**config.mk**
```make
export PLATFORM = sky130hd
export DESIGN_NAME = uart_rx_core_flat
export DESIGN_NICKNAME = d
export VERILOG_FILES = /design/src/rtl/uart_rx_core_if.sv /design/src/rtl/uart_rx_core.sv /design/src/flat_wrapper.sv
export SDC_FILE = /design/constraint.sdc
export NUM_CORES = 1
export LEC_CHECK = 0
export ABC_AREA = 0
export BUFFER_PORTS_ARGS = -buffer_cell sky130_fd_sc_hd__buf_2
export CAP_MARGIN = 20
export CELL_PAD_IN_SITES_DETAIL_PLACEMENT = 1
export CELL_PAD_IN_SITES_GLOBAL_PLACEMENT = 2
export CORE_ASPECT_RATIO = 1.5
export CORE_UTILIZATION = 38
export CTS_CLUSTER_SIZE = 40
export DETAILED_ROUTE_END_ITERATION = 8
export MAX_ROUTING_LAYER = met4
export PLACE_DENSITY = 0.8
export SYNTH_ARGS = -nofsm -noshare
export SYNTH_HDL_FRONTEND = slang
export SYNTH_SLANG_ARGS = --single-unit
```
**constraint.sdc**
```tcl
create_clock -name clk -period 4.6 [get_ports clk]
set_input_delay 0.23 -clock clk [delete_from_list [all_inputs] [get_ports clk]]
set_output_delay 0.23 -clock clk [all_outputs]
set_load 0.005 [all_outputs]
```
**src/rtl/uart_rx_core_if.sv**
```systemverilog
// Receive-side bus between uart_rx_core and the UART bus peripheral.
//   rx_data   : received byte, valid while rx_valid=1
//   rx_valid  : holding register contains an unread byte
//   rx_ack    : read strobe, consumes the byte when rx_valid=1
//   err_clr   : clears frame_err and overrun
//   frame_err : sticky, a stop bit was sampled low
//   overrun   : sticky, a byte was lost to a full holding register
//   busy      : receiver FSM is not idle
// slave  = receiver side, master = peripheral side.
interface uart_rx_core_if;
    logic [7:0] rx_data;
    logic       rx_valid;
    logic       rx_ack;
    logic       err_clr;
    logic       frame_err;
    logic       overrun;
    logic       busy;

    modport slave (
        output rx_data, rx_valid, frame_err, overrun, busy,
        input  rx_ack, err_clr
    );

    modport master (
        input  rx_data, rx_valid, frame_err, overrun, busy,
        output rx_ack, err_clr
    );
endinterface

```
**src/rtl/uart_rx_core.sv**
```systemverilog
// 8N1 UART receiver with a one-entry holding register.
// Synchronises rxd, validates the start bit at its centre, samples each data
// bit at its centre (LSB first), checks the stop bit and hands the byte to the
// bus through a valid/ack handshake. Sticky framing-error and overrun flags.
// Ports:
//   clk   : system clock, rising edge
//   reset : synchronous, active-high
//   rxd   : asynchronous serial line, idle high
//   bus   : uart_rx_core_if.slave (rx_data/rx_valid/rx_ack/err_clr/
//           frame_err/overrun/busy)
// CLKS_PER_BIT must be at least 4.
module uart_rx_core #(
    parameter int unsigned CLKS_PER_BIT = 2604
) (
    input  logic           clk,
    input  logic           reset,
    input  logic           rxd,
    uart_rx_core_if.slave  bus
);

    localparam int unsigned CW = $clog2(CLKS_PER_BIT);
    localparam logic [CW-1:0] LAST      = CW'(CLKS_PER_BIT - 1);
    localparam logic [CW-1:0] HALF_LAST = CW'(CLKS_PER_BIT / 2 - 1);

    typedef enum logic [2:0] {
        IDLE,
        START,
        DATA,
        STOP,
        WAIT_HIGH
    } state_t;

    state_t        state;
    logic [CW-1:0] cnt;
    logic [2:0]    bit_idx;
    logic [7:0]    shift;
    logic          rx_meta;
    logic          rx_s;
    logic          rx_s_d;

    logic stop_hit;
    logic deliver;
    logic fe_set;
    logic ov_set;

    assign stop_hit = (state == STOP) && (cnt == LAST);
    assign deliver  = stop_hit && rx_s;
    assign fe_set   = stop_hit && !rx_s;
    // A byte is lost only if the old one is neither unread-free nor being read now.
    assign ov_set   = deliver && bus.rx_valid && !bus.rx_ack;

    always_ff @(posedge clk) begin
        if (reset) begin
            rx_meta       <= 1'b1;
            rx_s          <= 1'b1;
            rx_s_d        <= 1'b1;
            state         <= IDLE;
            cnt           <= '0;
            bit_idx       <= '0;
            shift         <= '0;
            bus.rx_data   <= '0;
            bus.rx_valid  <= 1'b0;
            bus.frame_err <= 1'b0;
            bus.overrun   <= 1'b0;
            bus.busy      <= 1'b0;
        end else begin
            rx_meta <= rxd;
            rx_s    <= rx_meta;
            rx_s_d  <= rx_s;

            case (state)
                IDLE: begin
                    if (rx_s_d && !rx_s) begin
                        state    <= START;
                        cnt      <= '0;
                        bus.busy <= 1'b1;
                    end
                end
                START: begin
                    if (cnt == HALF_LAST) begin
                        cnt     <= '0;
                        bit_idx <= '0;
                        if (rx_s) begin
                            // Line back high at mid start bit: glitch.
                            state    <= IDLE;
                            bus.busy <= 1'b0;
                        end else begin
                            state <= DATA;
                        end
                    end else begin
                        cnt <= cnt + CW'(1);
                    end
                end
                DATA: begin
                    if (cnt == LAST) begin
                        cnt            <= '0;
                        shift[bit_idx] <= rx_s;
                        if (bit_idx == 3'd7) begin
                            state <= STOP;
                        end else begin
                            bit_idx <= bit_idx + 3'd1;
                        end
                    end else begin
                        cnt <= cnt + CW'(1);
                    end
                end
                STOP: begin
                    if (cnt == LAST) begin
                        cnt <= '0;
                        if (rx_s) begin
                            state    <= IDLE;
                            bus.busy <= 1'b0;
                        end else begin
                            state <= WAIT_HIGH;
                        end
                    end else begin
                        cnt <= cnt + CW'(1);
                    end
                end
                WAIT_HIGH: begin
                    // Held-low line: wait for high so IDLE needs a fresh edge.
                    if (rx_s) begin
                        state    <= IDLE;
                        bus.busy <= 1'b0;
                    end
                end
                default: begin
                    state    <= IDLE;
                    bus.busy <= 1'b0;
                end
            endcase

            // Holding register: delivery takes priority, an ack in the same
            // cycle frees the slot for the new byte.
            if (deliver) begin
                if (!bus.rx_valid || bus.rx_ack) begin
                    bus.rx_data  <= shift;
                    bus.rx_valid <= 1'b1;
                end
            end else if (bus.rx_ack && bus.rx_valid) begin
                bus.rx_valid <= 1'b0;
            end

            // Sticky flags: a set event beats a coincident clear.
            if (fe_set) begin
                bus.frame_err <= 1'b1;
            end else if (bus.err_clr) begin
                bus.frame_err <= 1'b0;
            end

            if (ov_set) begin
                bus.overrun <= 1'b1;
            end else if (bus.err_clr) begin
                bus.overrun <= 1'b0;
            end
        end
    end

endmodule

```
**src/flat_wrapper.sv**
```systemverilog
// flat-port wrapper written by rule: the top's interface ports become plain ports
module uart_rx_core_flat 
#(
    parameter int unsigned CLKS_PER_BIT = 2604
)
  (clk, reset, rxd, bus_rx_data, bus_rx_valid, bus_frame_err, bus_overrun, bus_busy, bus_rx_ack, bus_err_clr);
  uart_rx_core_if bus_i ();
  input  logic clk;
  input  logic reset;
  input  logic rxd;
  output wire logic [$bits(bus_i.rx_data)-1:0] bus_rx_data;
  output wire logic [$bits(bus_i.rx_valid)-1:0] bus_rx_valid;
  output wire logic [$bits(bus_i.frame_err)-1:0] bus_frame_err;
  output wire logic [$bits(bus_i.overrun)-1:0] bus_overrun;
  output wire logic [$bits(bus_i.busy)-1:0] bus_busy;
  input wire logic [$bits(bus_i.rx_ack)-1:0] bus_rx_ack;
  input wire logic [$bits(bus_i.err_clr)-1:0] bus_err_clr;
  assign bus_rx_data = bus_i.rx_data;
  assign bus_rx_valid = bus_i.rx_valid;
  assign bus_frame_err = bus_i.frame_err;
  assign bus_overrun = bus_i.overrun;
  assign bus_busy = bus_i.busy;
  assign bus_i.rx_ack = bus_rx_ack;
  assign bus_i.err_clr = bus_err_clr;
  uart_rx_core #(.CLKS_PER_BIT(CLKS_PER_BIT)) u_core (.clk(clk), .reset(reset), .rxd(rxd), .bus(bus_i));
endmodule
```
Word-level counts from Yosys, hierarchy flattened:

Cells that the tools add are included.
Widths: inputs -> output; s select.

* input bits: 5
* register bits after elaboration: 41
* word-level logic and storage cells: 89
* output and inout port bits: 12

* multiplexer cells: 31
* order comparisons: 2
* equal/unequal tests: 15
* $add $sub $neg: 2
* reduce and logical (&&, ||, !) cells: 26
* bitwise logic cells: 1

Operators with widths (count)
* $mux 12: 3
* $pmux 12 s3: 1
* $mux 3: 10
* $pmux 3 s5: 1
* $add 12x1->12 const B: 1
* $eq 12x11->1 const B: 1
* $eq 12x12->1 const B: 1
* $mux 1: 11
* $ne 2x1->1 const B: 5
* $bwmux 8: 1
* $logic_and 1x1->1: 8
* $reduce_and 2->1: 4
* $reduce_and 4->1: 2
* $reduce_bool 2->1: 4
* $eq 3x2->1 const B: 2
* $eq 3x3->1 const B: 2
* $ne 2x2->1 const B: 3
* $pmux 3 s2: 1
* $reduce_and 6->1: 1
* $pmux 1 s5: 1
* $lt 3x4->1 const B: 1
* $add 3x1->3 const B: 1
* $demux 1 s3: 1
* $eq 3x1->1 const B: 1
* 8 further kinds: 10

Depth between registers and ports, before layout:

* depth after elaboration: 6
* depth in mapped cells: 8
* depth with buffers taken out: 7

Worst setup path after synthesis:

OpenSTA, ideal clock, no wires.

* kind: reg-to-reg
* from: reg u_core.cnt[4]
* to: reg u_core.bus.rx_data[0]
* path buffers: 2
* slack: 2.364 ns
* stages on the path, launching flop included: 8
* period minus slack after synthesis: 2.236 ns
* arrival time: 2.109 ns
* path through: dfxtp_1 > clkbuf_1 > nand4bb_1 > or4_1 > buf_2 > nor4_4 > mux2i_1 > nor2_1

* word-level cells in the longest chain between the ends: 4

RTL lines
* from (decl): RTL line uart_rx_core.sv:34 `logic [CW-1:0] cnt;`
* from (signal assigned): RTL line uart_rx_core.sv:91 `cnt <= cnt + CW'(1);`
* from (signal assigned): RTL line uart_rx_core.sv:104 `cnt <= cnt + CW'(1);`
* from (signal assigned): RTL line uart_rx_core.sv:117 `cnt <= cnt + CW'(1);`
* $eq 12x12->1: RTL line uart_rx_core.sv:46 `assign stop_hit = (state == STOP) && (cnt == LAST);`
* $logic_and 1x1->1: RTL line uart_rx_core.sv:46
* $logic_and 1x1->1: RTL line uart_rx_core.sv:47 `assign deliver = stop_hit && rx_s;`
* $reduce_and 2->1 (no line)
* to (signal assigned): RTL line uart_rx_core.sv:137 `bus.rx_data <= shift;`
* to (decl): RTL line uart_rx_core_if.sv:20 `output rx_data, rx_valid, frame_err, overrun, busy,`

No other way between the ends.
A chain may end at the register's enable or synchronous reset.

Worst setup path in the final report:

* from: reg u_core.cnt[9]
* to: reg u_core.bus.rx_data[1]

The elaborated chain is that of the path after synthesis.

==> results.py <==
metrics = {
    "die": {
        "initial_core_util_pct": 39.69,
        "die_x_microns": 60.11,
        "die-area_sq_mm": 0.005359,
        "std_cell_rows": 31,
        "die_h_microns": 89.16,
        "core_sq_mm": 0.004848,
        "pin_count": 17,
    },
    "place": {
        "placed_cells": 292,
        "gp_congestion": 0.8280,
        "dpl_cell_area_sq_mm": 0.002056,
        "io_buffers": 16,
        "post-place-ws_ps": 2032,
        "hpwl_mm": 3.589,
    },
    "final_layout": {
        "diodes": 0,
        "syn2layout_area_growth_pct": 13.72,
        "final_area_sq_mm": 0.002188,
        "drive_above_1_share_pct": 15.25,
        "utilization_pct": 45.14,
        "n_fill_cell": 602,
        "layout.cells.non_filler": 302,
        "nNetsFinal": 244,
    },
    "synthesis": {
        "syn_area_sq_mm": 0.001924,
        "synth.most_common_cell": "dfxtp_1",
        "syn-num-nets": 230,
        "synthTopCellsByArea": "dfxtp_1, mux2i_1, nor2_1",
        "synthArstFlopShare_pct": 0,
        "synth-edff-count": 0,
        "synthCells": 221,
        "synth_cell_type_count": 40,
        "ys.flop_type": "dfxtp_1",
        "synth_seq_area_share_pct": 42.65,
        "avgSynthCellArea_sq_um": 8.707,
        "yosysTopAreaCellShare_pct": 42.65,
        "synth_seq_cells": 41,
        "synth_common_cells": "dfxtp_1, nor2_1, mux2i_1",
        "yosysTopAreaCell": "dfxtp_1",
        "yosysWarningCount": 0,
    },
    "power_and_ir_drop": {
        "irDropWorstVdd_uv": 188.9,
        "powerDensity_mw_per_mm2": 315.6,
        "p_leak_nw": 0.8281,
    },
    "sta": {
        "maxSlewViolCount": 0,
        "fin_crit_sh_pct": 54.98,
        "fin_crit_ps": 2529,
        "setup_ws_ps": 2071,
        "fmax_mhz": 395.4,
        "tightest_slew_ps": 698.8,
        "setup_tns_ps": 0,
        "slew_headroom_pct": 53.07,
        "hold_viol_final": 0,
        "clock_skew_ps": 8.106,
        "setup_violations": 0,
        "grt_setup_unrepaired": "false",
    },
    "detailed_routing": {
        "wl_per_cell_microns": 15.83,
        "ant_nets": 0,
        "vias": 1612,
        "detail_route.vias_per_cell": 5.338,
        "dr.pass1.iters": 4,
        "drc_errors": 0,
        "drt_iter0_drc": 60,
        "drt_wl_total_mm": 4.782,
    },
    "global_routing": {
        "grt_overflow_total": 0,
        "grt_max_degree": 29,
        "grt_pass1_wl_mm": 7.983,
        "grt_antenna_before_repair": 0,
        "grt_pass1_vias": 1684,
        "track_usage_pct": 20.57,
    },
    "critical_path": {
        "crit_type": "flip-flop to flip-flop",
        "max_stage_delay_ps": 690,
        "cp_cell_sequence": "or3b_1, or4_1, nor4_4, mux2i_1, nor2_1",
        "slowest_stage": "nor4_4",
        "r2r-end": "u_core.bus.rx_data[1]",
        "worstPathArrival_ps": 2690,
        "startpoint_type": "flip-flop",
        "path_delay_family": "simple AND/OR/NAND/NOR gates",
        "crit_required_ps": 4760,
        "path_buf_inv": 0,
        "r2r_slack_ps": 2070,
        "end_kind": "flip-flop",
        "critical_path_peak_fanout": 8,
        "ff2ff_path_depth": 5,
        "r2r_start": "u_core.cnt[9]",
    },
    "worst_hold_path": {
        "hold_path_depth": 2,
        "worstHoldEndpoint": "u_core.rx_meta",
        "min-delay-start": "rxd",
        "hold_class": "input pin to flip-flop",
    },
    "status": {
        "run_status": "completed",
    },
    "clock_tree": {
        "worstSkewPairLatency_ps": 290,
        "ctsResizeCount": 0,
        "post-cts-setup-buffer-count": 0,
        "clock_sinks": 41,
        "cts_root_buf": "clkbuf_8",
        "cts-buffers-inserted": 5,
        "cts_hold_buf": 0,
        "clk_pin_slew_ps": 80,
        "htreeDepth": 2,
        "cts_tree": "built",
        "clockBufferDepth": 2,
    },
    "job": {
        "max_cap_viol_count": 0,
    },
}
## flip-flops by register name, indices dropped and copies added, names as in the netlist
register and count:
u_core.rx_s_d 1, u_core.shift 8, u_core.bus.overrun 1, u_core.bus.busy 1
u_core.rx_meta 1, u_core.state 3, u_core.bus.frame_err 1, u_core.rx_s 1
u_core.bus.rx_valid 1, u_core.bit_idx 3, u_core.bus.rx_data 8, u_core.cnt 12
## logic make-up after synthesis
| family | count (synthesis) | synth area share (%) |
|---|---|---|
| multiplexers | 18 | 9.493 |
| buffers and inverters | 21 | 4.161 |
| flip-flops | 41 | 42.65 |
| adder cells (fa/ha/maj) | 4 | 2.601 |
| AND/OR/NAND/NOR | 99 | 26.72 |
| AO/OA/AOI/OAI | 29 | 10.27 |
| XOR/XNOR | 9 | 4.096 |
## cell usage in the layout (no fill, tap or decap), drive strengths merged, types with 2 or more instances in the layout
cell / Yosys / final
a21oi: 7 / 7
nand4bb: 2 / 2
nand2: 14 / 14
a2111oi: 3 / 3
nand3: 8 / 8
nor4: 4 / 4
nor2b: 4 / 4
and3: 2 / 2
inv: 8 / 8
nand4: 11 / 11
buf: 1 / 18
nand2b: 5 / 5
dfxtp: 41 / 41
a311o: 2 / 2
clkbuf: 11 / 7
o21ai: 6 / 6
or4: 2 / 2
and2: 4 / 4
nor2: 36 / 36
mux2: 2 / 2
xnor2: 2 / 2
o21a: 2 / 2
a32oi: 2 / 2
ha: 4 / 4
mux2i: 16 / 16
or3b: 2 / 2
or2: 3 / 3
nor3: 2 / 2
xor2: 7 / 7
## power by group
part	leakage (nW)	internal (mW)	switching (mW)	total (mW)
Combinational	0.440	0.00915	0.0178	0.0269
Clock	0.0574	0.176	0.125	0.301
Sequential	0.331	0.357	0.00498	0.362
## layout make-up
type | instances | area [sq um] | area share [%]
sequential | 41 | 820.8 | 37.51
inverter | 9 | 33.78 | 1.544
clock inverter | 2 | 37.54 | 1.715
multi-input combinational | 159 | 1031 | 47.11
timing repair buffer | 19 | 100.1 | 4.574
tap | 66 | 82.58 | 3.774
clock buffer | 6 | 82.58 | 3.774
## metrics by stage
| step | hold slack [ps] | power, mW |
|---|---|---|
| after floorplan | 333.8 | 0.3890 |
| after global placement | 396.0 | 0.3967 |
| after detailed placement | 414.5 | 0.3980 |
| after CTS | 120.4 | 0.7003 |
| after global routing | 121.5 | 0.7183 |
| final | 118.0 | 0.6907 |
## routing by layer
layer	GRT usage (%)	share of wire, %
met2	38.36	58
met5	-	0
met1	20.14	38
met3	4.342	1.9
met4	7.611	1.9
## how the worst max path moves through the flow
stage | start | end | cells after the start
final | u_core.cnt[9] | u_core.bus.rx_data[1] | 5
after global routing | u_core.cnt[0] | u_core.bus.rx_data[5] | 6
after CTS | u_core.cnt[0] | u_core.bus.rx_data[1] | 6
after detailed placement | u_core.cnt[0] | u_core.bus.rx_data[1] | 6
after global placement | u_core.cnt[6] | u_core.bus.rx_data[7] | 5
after floorplan | u_core.cnt[4] | u_core.bus.rx_data[0] | 7
No activity file was read; power rests on OpenSTA's default activity.
